### config.mk
export PLATFORM = sky130hd
export DESIGN_NAME = apb_timer
export DESIGN_NICKNAME = d
export VERILOG_FILES = /design/src/rtl/apb_timer.sv
export SDC_FILE = /design/constraint.sdc
export NUM_CORES = 1
export LEC_CHECK = 0
export BUFFER_PORTS_ARGS = -buffer_cell sky130_fd_sc_hd__buf_2
export CAP_MARGIN = 15
export CORE_MARGIN = 2
export CORE_UTILIZATION = 52
export CTS_CLUSTER_SIZE = 16
export DETAILED_ROUTE_END_ITERATION = 8
export GPL_ROUTABILITY_DRIVEN = 0
export PLACE_DENSITY = 0.77
export SYNTH_ARGS = -nofsm -noshare
export SYNTH_HDL_FRONTEND = slang
export SYNTH_SLANG_ARGS = --single-unit
### constraint.sdc
create_clock -name APB_PCLK -period 2.2 [get_ports APB_PCLK]
set_input_delay 0.22 -clock APB_PCLK [delete_from_list [all_inputs] [get_ports APB_PCLK]]
set_output_delay 0.22 -clock APB_PCLK [all_outputs]
set_load 0.02 [all_outputs]
### src/rtl/apb_timer.sv
// rtl/apb_timer.sv - APB completer with a prescaled 32-bit timer and compare interrupt
//
// Purpose:
//   Memory-mapped timer on the peripheral APB bus. Five 32-bit registers at
//   BASE_ADDR: CTRL {reload, ie, en}, STATUS {pending} (W1C), COUNT, COMPARE,
//   PRESCALE {ps[15:0]}. Offsets 0x14-0x1C and anything outside the 32-byte
//   window answer with perr. The interrupt output is a registered level of
//   pending & ie.
//
// Optional feature macro: APB_WAIT_EN
//   defined   -> one wait state per access (pready low in first access cycle)
//   undefined -> zero-wait responder
//
// Ports:
//   APB_PCLK     in   clock, rising edge
//   APB_PRESET   in   synchronous active-high reset
//   APB_paddr    in   byte address ([1:0] ignored)
//   APB_pdata    in   write data
//   APB_prdata   out  read data, registered at the setup edge
//   APB_psel     in   select
//   APB_penable  in   access phase
//   APB_pwrite   in   1 = write, 0 = read
//   APB_pstb     in   write byte strobes
//   APB_pready   out  transfer complete
//   APB_perr     out  slave error, qualified by pready
//   interrupt    out  level interrupt = pending & CTRL.ie (registered)

module apb_timer #(
  parameter int unsigned           ADDR_WIDTH = 32,
  parameter int unsigned           DATA_WIDTH = 32,
  parameter logic [ADDR_WIDTH-1:0] BASE_ADDR  = 32'h2000
) (
  input  logic                  APB_PCLK,
  input  logic                  APB_PRESET,
  input  logic [ADDR_WIDTH-1:0] APB_paddr,
  input  logic [DATA_WIDTH-1:0] APB_pdata,
  output logic [DATA_WIDTH-1:0] APB_prdata,
  input  logic                  APB_psel,
  input  logic                  APB_penable,
  input  logic                  APB_pwrite,
  input  logic [3:0]            APB_pstb,
  output logic                  APB_pready,
  output logic                  APB_perr,
  output logic                  interrupt
);

  typedef enum logic [1:0] {
    S_IDLE   = 2'd0,
    S_SETUP  = 2'd1,
    S_ACCESS = 2'd2,
    S_WAIT   = 2'd3
  } state_e;

  state_e state_q, state_d;

  logic [DATA_WIDTH-1:0] prdata_q, prdata_d;
  logic [2:0]            ctrl_q, ctrl_d;        // {reload, ie, en}
  logic                  pending_q, pending_d;
  logic [31:0]           count_q, count_d;
  logic [31:0]           compare_q, compare_d;
  logic [15:0]           ps_q, ps_d;
  logic [15:0]           pcnt_q, pcnt_d;
  logic                  irq_q, irq_d;

  // ---------------------------------------------------------------------------
  // Address decode
  // ---------------------------------------------------------------------------
  logic [ADDR_WIDTH-1:0] offset;
  logic                  in_window;
  logic [2:0]            reg_idx;
  logic                  mapped;
  logic                  unused_addr_bits;

  assign offset           = APB_paddr - BASE_ADDR;
  // The subtraction alone would wrap addresses below the base into range.
  assign in_window        = (APB_paddr >= BASE_ADDR) && (offset[ADDR_WIDTH-1:5] == '0);
  assign reg_idx          = offset[4:2];
  assign mapped           = in_window && (reg_idx <= 3'd4);
  assign unused_addr_bits = ^offset[1:0];

  logic setup_phase, access_phase;
  assign setup_phase  = APB_psel & ~APB_penable;
  assign access_phase = APB_psel & APB_penable;

  // ---------------------------------------------------------------------------
  // Responder FSM
  // S_SETUP means the previous cycle was a setup cycle, so a psel&penable now
  // is the first access cycle. S_ACCESS marks a completed transfer; from there a
  // fresh setup is accepted immediately (back-to-back).
  // ---------------------------------------------------------------------------
  always_comb begin
    state_d    = state_q;
    APB_pready = 1'b0;
    unique case (state_q)
      S_IDLE, S_ACCESS: begin
        state_d = setup_phase ? S_SETUP : S_IDLE;
      end
      S_SETUP: begin
        if (access_phase) begin
`ifdef APB_WAIT_EN
          state_d = S_WAIT;
`else
          APB_pready = 1'b1;
          state_d    = S_ACCESS;
`endif
        end else begin
          state_d = setup_phase ? S_SETUP : S_IDLE;
        end
      end
      S_WAIT: begin
        if (access_phase) begin
          APB_pready = 1'b1;
          state_d    = S_ACCESS;
        end else begin
          state_d = setup_phase ? S_SETUP : S_IDLE;
        end
      end
      default: state_d = S_IDLE;
    endcase
  end

  assign APB_perr = APB_pready & ~mapped;

  // ---------------------------------------------------------------------------
  // Read mux, captured at the setup edge
  // ---------------------------------------------------------------------------
  logic [DATA_WIDTH-1:0] rdata;

  always_comb begin
    rdata = '0;
    if (mapped) begin
      unique case (reg_idx)
        3'd0:    rdata = {29'b0, ctrl_q};
        3'd1:    rdata = {31'b0, pending_q};
        3'd2:    rdata = count_q;
        3'd3:    rdata = compare_q;
        3'd4:    rdata = {16'b0, ps_q};
        default: rdata = '0;
      endcase
    end
  end

  assign prdata_d   = setup_phase ? rdata : prdata_q;
  assign APB_prdata = prdata_q;

  // ---------------------------------------------------------------------------
  // Register writes
  // ---------------------------------------------------------------------------
  function automatic logic [31:0] merge_bytes(input logic [31:0] old_v,
                                              input logic [31:0] new_v,
                                              input logic [3:0]  stb);
    logic [31:0] r;
    r = old_v;
    for (int i = 0; i < 4; i++) begin
      if (stb[i]) r[8*i +: 8] = new_v[8*i +: 8];
    end
    return r;
  endfunction

  logic wr_en, wr_ctrl, wr_status, wr_count, wr_compare, wr_ps;

  assign wr_en      = APB_pready & APB_pwrite & mapped;
  assign wr_ctrl    = wr_en && (reg_idx == 3'd0);
  assign wr_status  = wr_en && (reg_idx == 3'd1);
  assign wr_count   = wr_en && (reg_idx == 3'd2);
  assign wr_compare = wr_en && (reg_idx == 3'd3);
  assign wr_ps      = wr_en && (reg_idx == 3'd4);

  // ---------------------------------------------------------------------------
  // Timer datapath
  // ---------------------------------------------------------------------------
  logic tick, hit;

  assign tick = ctrl_q[0] && (pcnt_q == ps_q);
  assign hit  = tick && (count_q == compare_q);

  always_comb begin
    ctrl_d    = ctrl_q;
    compare_d = compare_q;
    ps_d      = ps_q;
    pcnt_d    = pcnt_q;
    count_d   = count_q;
    pending_d = pending_q;

    if (wr_ctrl && APB_pstb[0]) ctrl_d = APB_pdata[2:0];
    if (wr_compare)             compare_d = merge_bytes(compare_q, APB_pdata, APB_pstb);
    if (wr_ps) begin
      if (APB_pstb[0]) ps_d[7:0]  = APB_pdata[7:0];
      if (APB_pstb[1]) ps_d[15:8] = APB_pdata[15:8];
    end

    if (wr_ps) begin
      pcnt_d = 16'd0;
    end else if (ctrl_q[0]) begin
      pcnt_d = tick ? 16'd0 : pcnt_q + 16'd1;
    end

    // A bus write to COUNT overrides the increment of the same cycle.
    if (wr_count) begin
      count_d = merge_bytes(count_q, APB_pdata, APB_pstb);
    end else if (tick) begin
      count_d = (hit && ctrl_q[2]) ? 32'd0 : count_q + 32'd1;
    end

    // Hardware set is applied after the W1C so it wins a same-cycle race.
    if (wr_status && APB_pstb[0] && APB_pdata[0]) pending_d = 1'b0;
    if (hit)                                      pending_d = 1'b1;
  end

  assign irq_d     = pending_q & ctrl_q[1];
  assign interrupt = irq_q;

  always_ff @(posedge APB_PCLK) begin
    if (APB_PRESET) begin
      state_q   <= S_IDLE;
      prdata_q  <= '0;
      ctrl_q    <= 3'b0;
      pending_q <= 1'b0;
      count_q   <= 32'd0;
      compare_q <= 32'd0;
      ps_q      <= 16'd0;
      pcnt_q    <= 16'd0;
      irq_q     <= 1'b0;
    end else begin
      state_q   <= state_d;
      prdata_q  <= prdata_d;
      ctrl_q    <= ctrl_d;
      pending_q <= pending_d;
      count_q   <= count_d;
      compare_q <= compare_d;
      ps_q      <= ps_d;
      pcnt_q    <= pcnt_d;
      irq_q     <= irq_d;
    end
  end

endmodule

==> results.yml <==
clock_network:
  cts_buffers: 17
  h-tree-depth: 4
  worstSkewPairLatency_ps: 420
  ctsHoldBuffers: 0
  numClockSinks: 134
  clk_pin_slew_worst_paths_ps: 60
  cts_tree: "done"
  clockBufferDepth: 2
  cts_root_buf: "clkbuf_16"
critical_path:
  setup.worst_path.start: "pcnt_q[0]$_SDFFE_PP0P_"
  r2r_slack_ps: -60
  cp-end-kind: "register"
  cp.depth: 8
  path_class: "reg -> reg"
  worst-r2r-cell-count: 8
  critPathTopFamily: "compound AO/OA/AOI/OAI gates"
  crit_chain: "xor2_1 -> nor4_1 -> nand4bb_1 -> a311oi_2 -> a21oi_1 -> buf_4 -> a21oi_1 -> o32ai_1"
  crit_path_start_kind: "register"
  worstPathRequired_ps: 2490
  critPathMostFrequentCell: "a21oi_1"
  cp.arrival_ps: 2550
  timing.critical_path.buf_inv: 1
  crit_path_top_delay_cell: "a311oi_2"
  r2r_end: "count_q[5]$_SDFFE_PP0P_"
  endpoint: "count_q[5]$_SDFFE_PP0P_"
  cp_slowest_stage_delay_ps: 420
  worstPathMaxFanout: 10
  r2r-start: "pcnt_q[0]$_SDFFE_PP0P_"
sta:
  fmax_mhz: 442.5
  fin_tns_setup_ps: -255.4
  slew_violations: 0
  fin_ws_ps: -59.94
  finalSetupViolCount: 11
  slew_headroom_pct: 56.30
  rsz0062_at_grt: "yes"
  hold_viol: 0
  finalCriticalPeriod_ps: 2260
  worst_slew_pin_slew_ps: 655.4
  timing.hold.ws_ps: 47.29
  fin_worst_skew_ps: 7.646
  period_share_pct: 102.7
detailed_routing:
  drc: 0
  drt_iter0_drc: 1017
  drtAntennaViolNets: 0
  drt-total-wl_um: 27090
  drt_first_pass_iters: 6
  wl_per_cell_um: 19.82
  viasPerCell: 6.189
  route.vias.total: 8460
placement:
  io_buffers: 105
  hpwl_um: 18160
  placed_area_mm2: 0.009087
  place_inst: 1320
global_routing:
  grt_first_pass_wirelength_um: 39650
  met1_usage_pct: 41.70
  gr-total-overflow: 0
  grt.busiest_layer: "met2"
  use_met2_pct: 56.25
  gr-usage-all-layers_pct: 33.94
  grt_max_degree: 46
  grt_pass1_vias: 7741
  use_met3_pct: 6.965
  antenna_found_initial: 0
synth:
  yosysWarnings: 0
  netlist_top_cells_area: "dfxtp_1 (36%), nand2_1 (8.1%), xor2_1 (7.5%)"
  synth_area_leader_cell: "dfxtp_1"
  seq_area_frac_synth_pct: 36.38
  synth_edf_count: 0
  netlist_area_mm2: 0.007375
  ys_seq_elements: 134
  yosysUniqueCellTypes: 64
  synthArstFlopShare_pct: 0
  syn_avg_cell_area_um2: 7.796
  synthFlopType: "dfxtp_1"
  synth_cells: 946
  syn-num-nets: 1021
  netlist.area_leader.share_pct: 36.38
final_layout:
  fill_cells: 979
  seq_area_mm2: 0.002691
  fin_area_mm2: 0.01033
  syn2layout_area_growth_pct: 40.14
  multi_input_area_mm2: 0.004813
  final_nets: 1249
  antenna_cells: 0
  fin_cells: 1367
  layout-drive-gt1-share_pct: 33.11
  final_util_pct: 74.45
floorplanning:
  die_w_um: 123.1
  die_h_um: 123.1
  num_rows: 43
  io_pins: 108
  core_mm2: 0.01388
  dieArea_mm2: 0.01515
  start_util_pct: 53.13
min_path:
  hold_class: "in -> reg"
flow_run:
  drv_cap: 0
status:
  status: "finished, violations left"
  violations: "negative setup slack"
power:
  power_density_mw_per_mm2: 592.0
  power.leakage_uw: 0.004478
  ir_worst_vdd_mv: 0.6603
cell usage in the layout (no fill, tap or decap), types with 4 or more instances in the layout:
master and n:
nor4_2 5, nor3_1 18, inv_1 19, a21oi_1 81
xor2_1 62, xnor2_1 12, nand2b_1 4, a221oi_2 10
o21ai_1 14, or2_2 4, nor2b_1 10, buf_4 156
nor3_2 4, and2_1 5, mux2_2 11, nor4_4 7
o21ai_0 23, and3_1 10, nand2_1 159, clkbuf_16 17
nand4_1 20, a21oi_2 5, a22oi_1 18, nand3_1 48
dfxtp_1 127, a31oi_1 8, nor4_1 15, o32ai_1 7
buf_2 104, nor2_1 68, and3_2 4, buf_12 4
buf_6 6, bufinv_16 7, mux2i_1 30, dfxtp_2 7
synthesized netlist by cell type, types with 11 or more instances:
library cell  instances
nor4_1               23
xnor2_1              12
a22oi_1              18
mux2i_1              31
a21oi_1              88
mux2_2               11
inv_1                19
xor2_1               63
nor3_1               24
nand3_1              48
nand2_1             160
and3_1               14
dfxtp_1             134
a221oi_1             11
nand4_1              20
nor2_1               70
o21ai_0              38
clkbuf_1             51
where the power goes:
part           internal, µW  total (µW)  switching (µW)
clock network          2270        3370            1100
logic                   112         322             210
registers              2430        2430           0.399
total                  4810        6120            1310
worst min path at each step:
| stage | start | end | slack [ps] | cells past startpoint |
|---|---|---|---|---|
| 5_1_grt | APB_pdata[16] | compare_q[16]$_SDFFE_PP0P_ | 60 | 3 |
| 2_1_floorplan | APB_pdata[0] | compare_q[0]$_SDFFE_PP0P_ | 360 | 2 |
| 6_report | APB_pdata[26] | compare_q[26]$_SDFFE_PP0P_ | 50 | 3 |
| 3_5_place_dp | APB_prdata[12]$_SDFFE_PP0P_ | APB_prdata[12]$_SDFFE_PP0P_ | 440 | 2 |
| 3_3_place_gp | APB_prdata[12]$_SDFFE_PP0P_ | APB_prdata[12]$_SDFFE_PP0P_ | 440 | 2 |
| 4_1_cts | APB_pdata[26] | compare_q[26]$_SDFFE_PP0P_ | 40 | 3 |
sequential cells by signal (all words and copies together), names as in the netlist:
register,cells
ctrl_q,3
compare_q,32
APB_prdata,32
state_q,1
ps_q,16
interrupt,1
pcnt_q,16
count_q,32
pending_q,1
per-stage QoR:
stage | total power, µW | setup slack, ps
2_1_floorplan | 2606 | -180.7
4_1_cts | 6103 | -13.40
3_5_place_dp | 2769 | -388.2
6_report | 6118 | -59.94
3_3_place_gp | 2766 | -312.0
5_1_grt | 6235 | -140.3
tightest hold or removal path, delay by kind of cell:
family / cells / cell delay, ps
simple gates: 1 / 50
compound gates: 1 / 50
buf+inv: 1 / 100
layer usage:
layer	vias to the layer above	wire length, µm
li1	3831	-
met1	3906	10190
met2	571	12770
met3	152	2547
met4	0	1578
met5	-	0
timing repair:
item | CTS | global route
resized for setup | 29 | 64
endpoints found under the setup margin | 32 | 49
gates cloned | 0 | 1
pin swaps | 10 | 37
setup buffers | 5 | 10
hold endpoints to repair | 0 | 0
cell families after synthesis:
kind of cell | Yosys count | share of synthesized area (%)
xor+xnor | 75 | 8.907
compound gates | 199 | 16.59
mux | 42 | 5.887
fa+ha+maj | 3 | 0.4750
buf+inv | 81 | 4.259
flops | 134 | 36.38
simple gates | 412 | 27.50
final cells by class:
class / instances / share of cell area (%)
Clock buffer: 19 / 4.286
Clock inverter: 13 / 2.433
Inverter: 19 / 0.6901
Multi-Input combinational cell: 732 / 46.57
Sequential cell: 134 / 26.04
Tap cell: 180 / 2.179
Timing Repair Buffer: 270 / 17.80
Note: power is estimated with default switching activity, not from simulation.
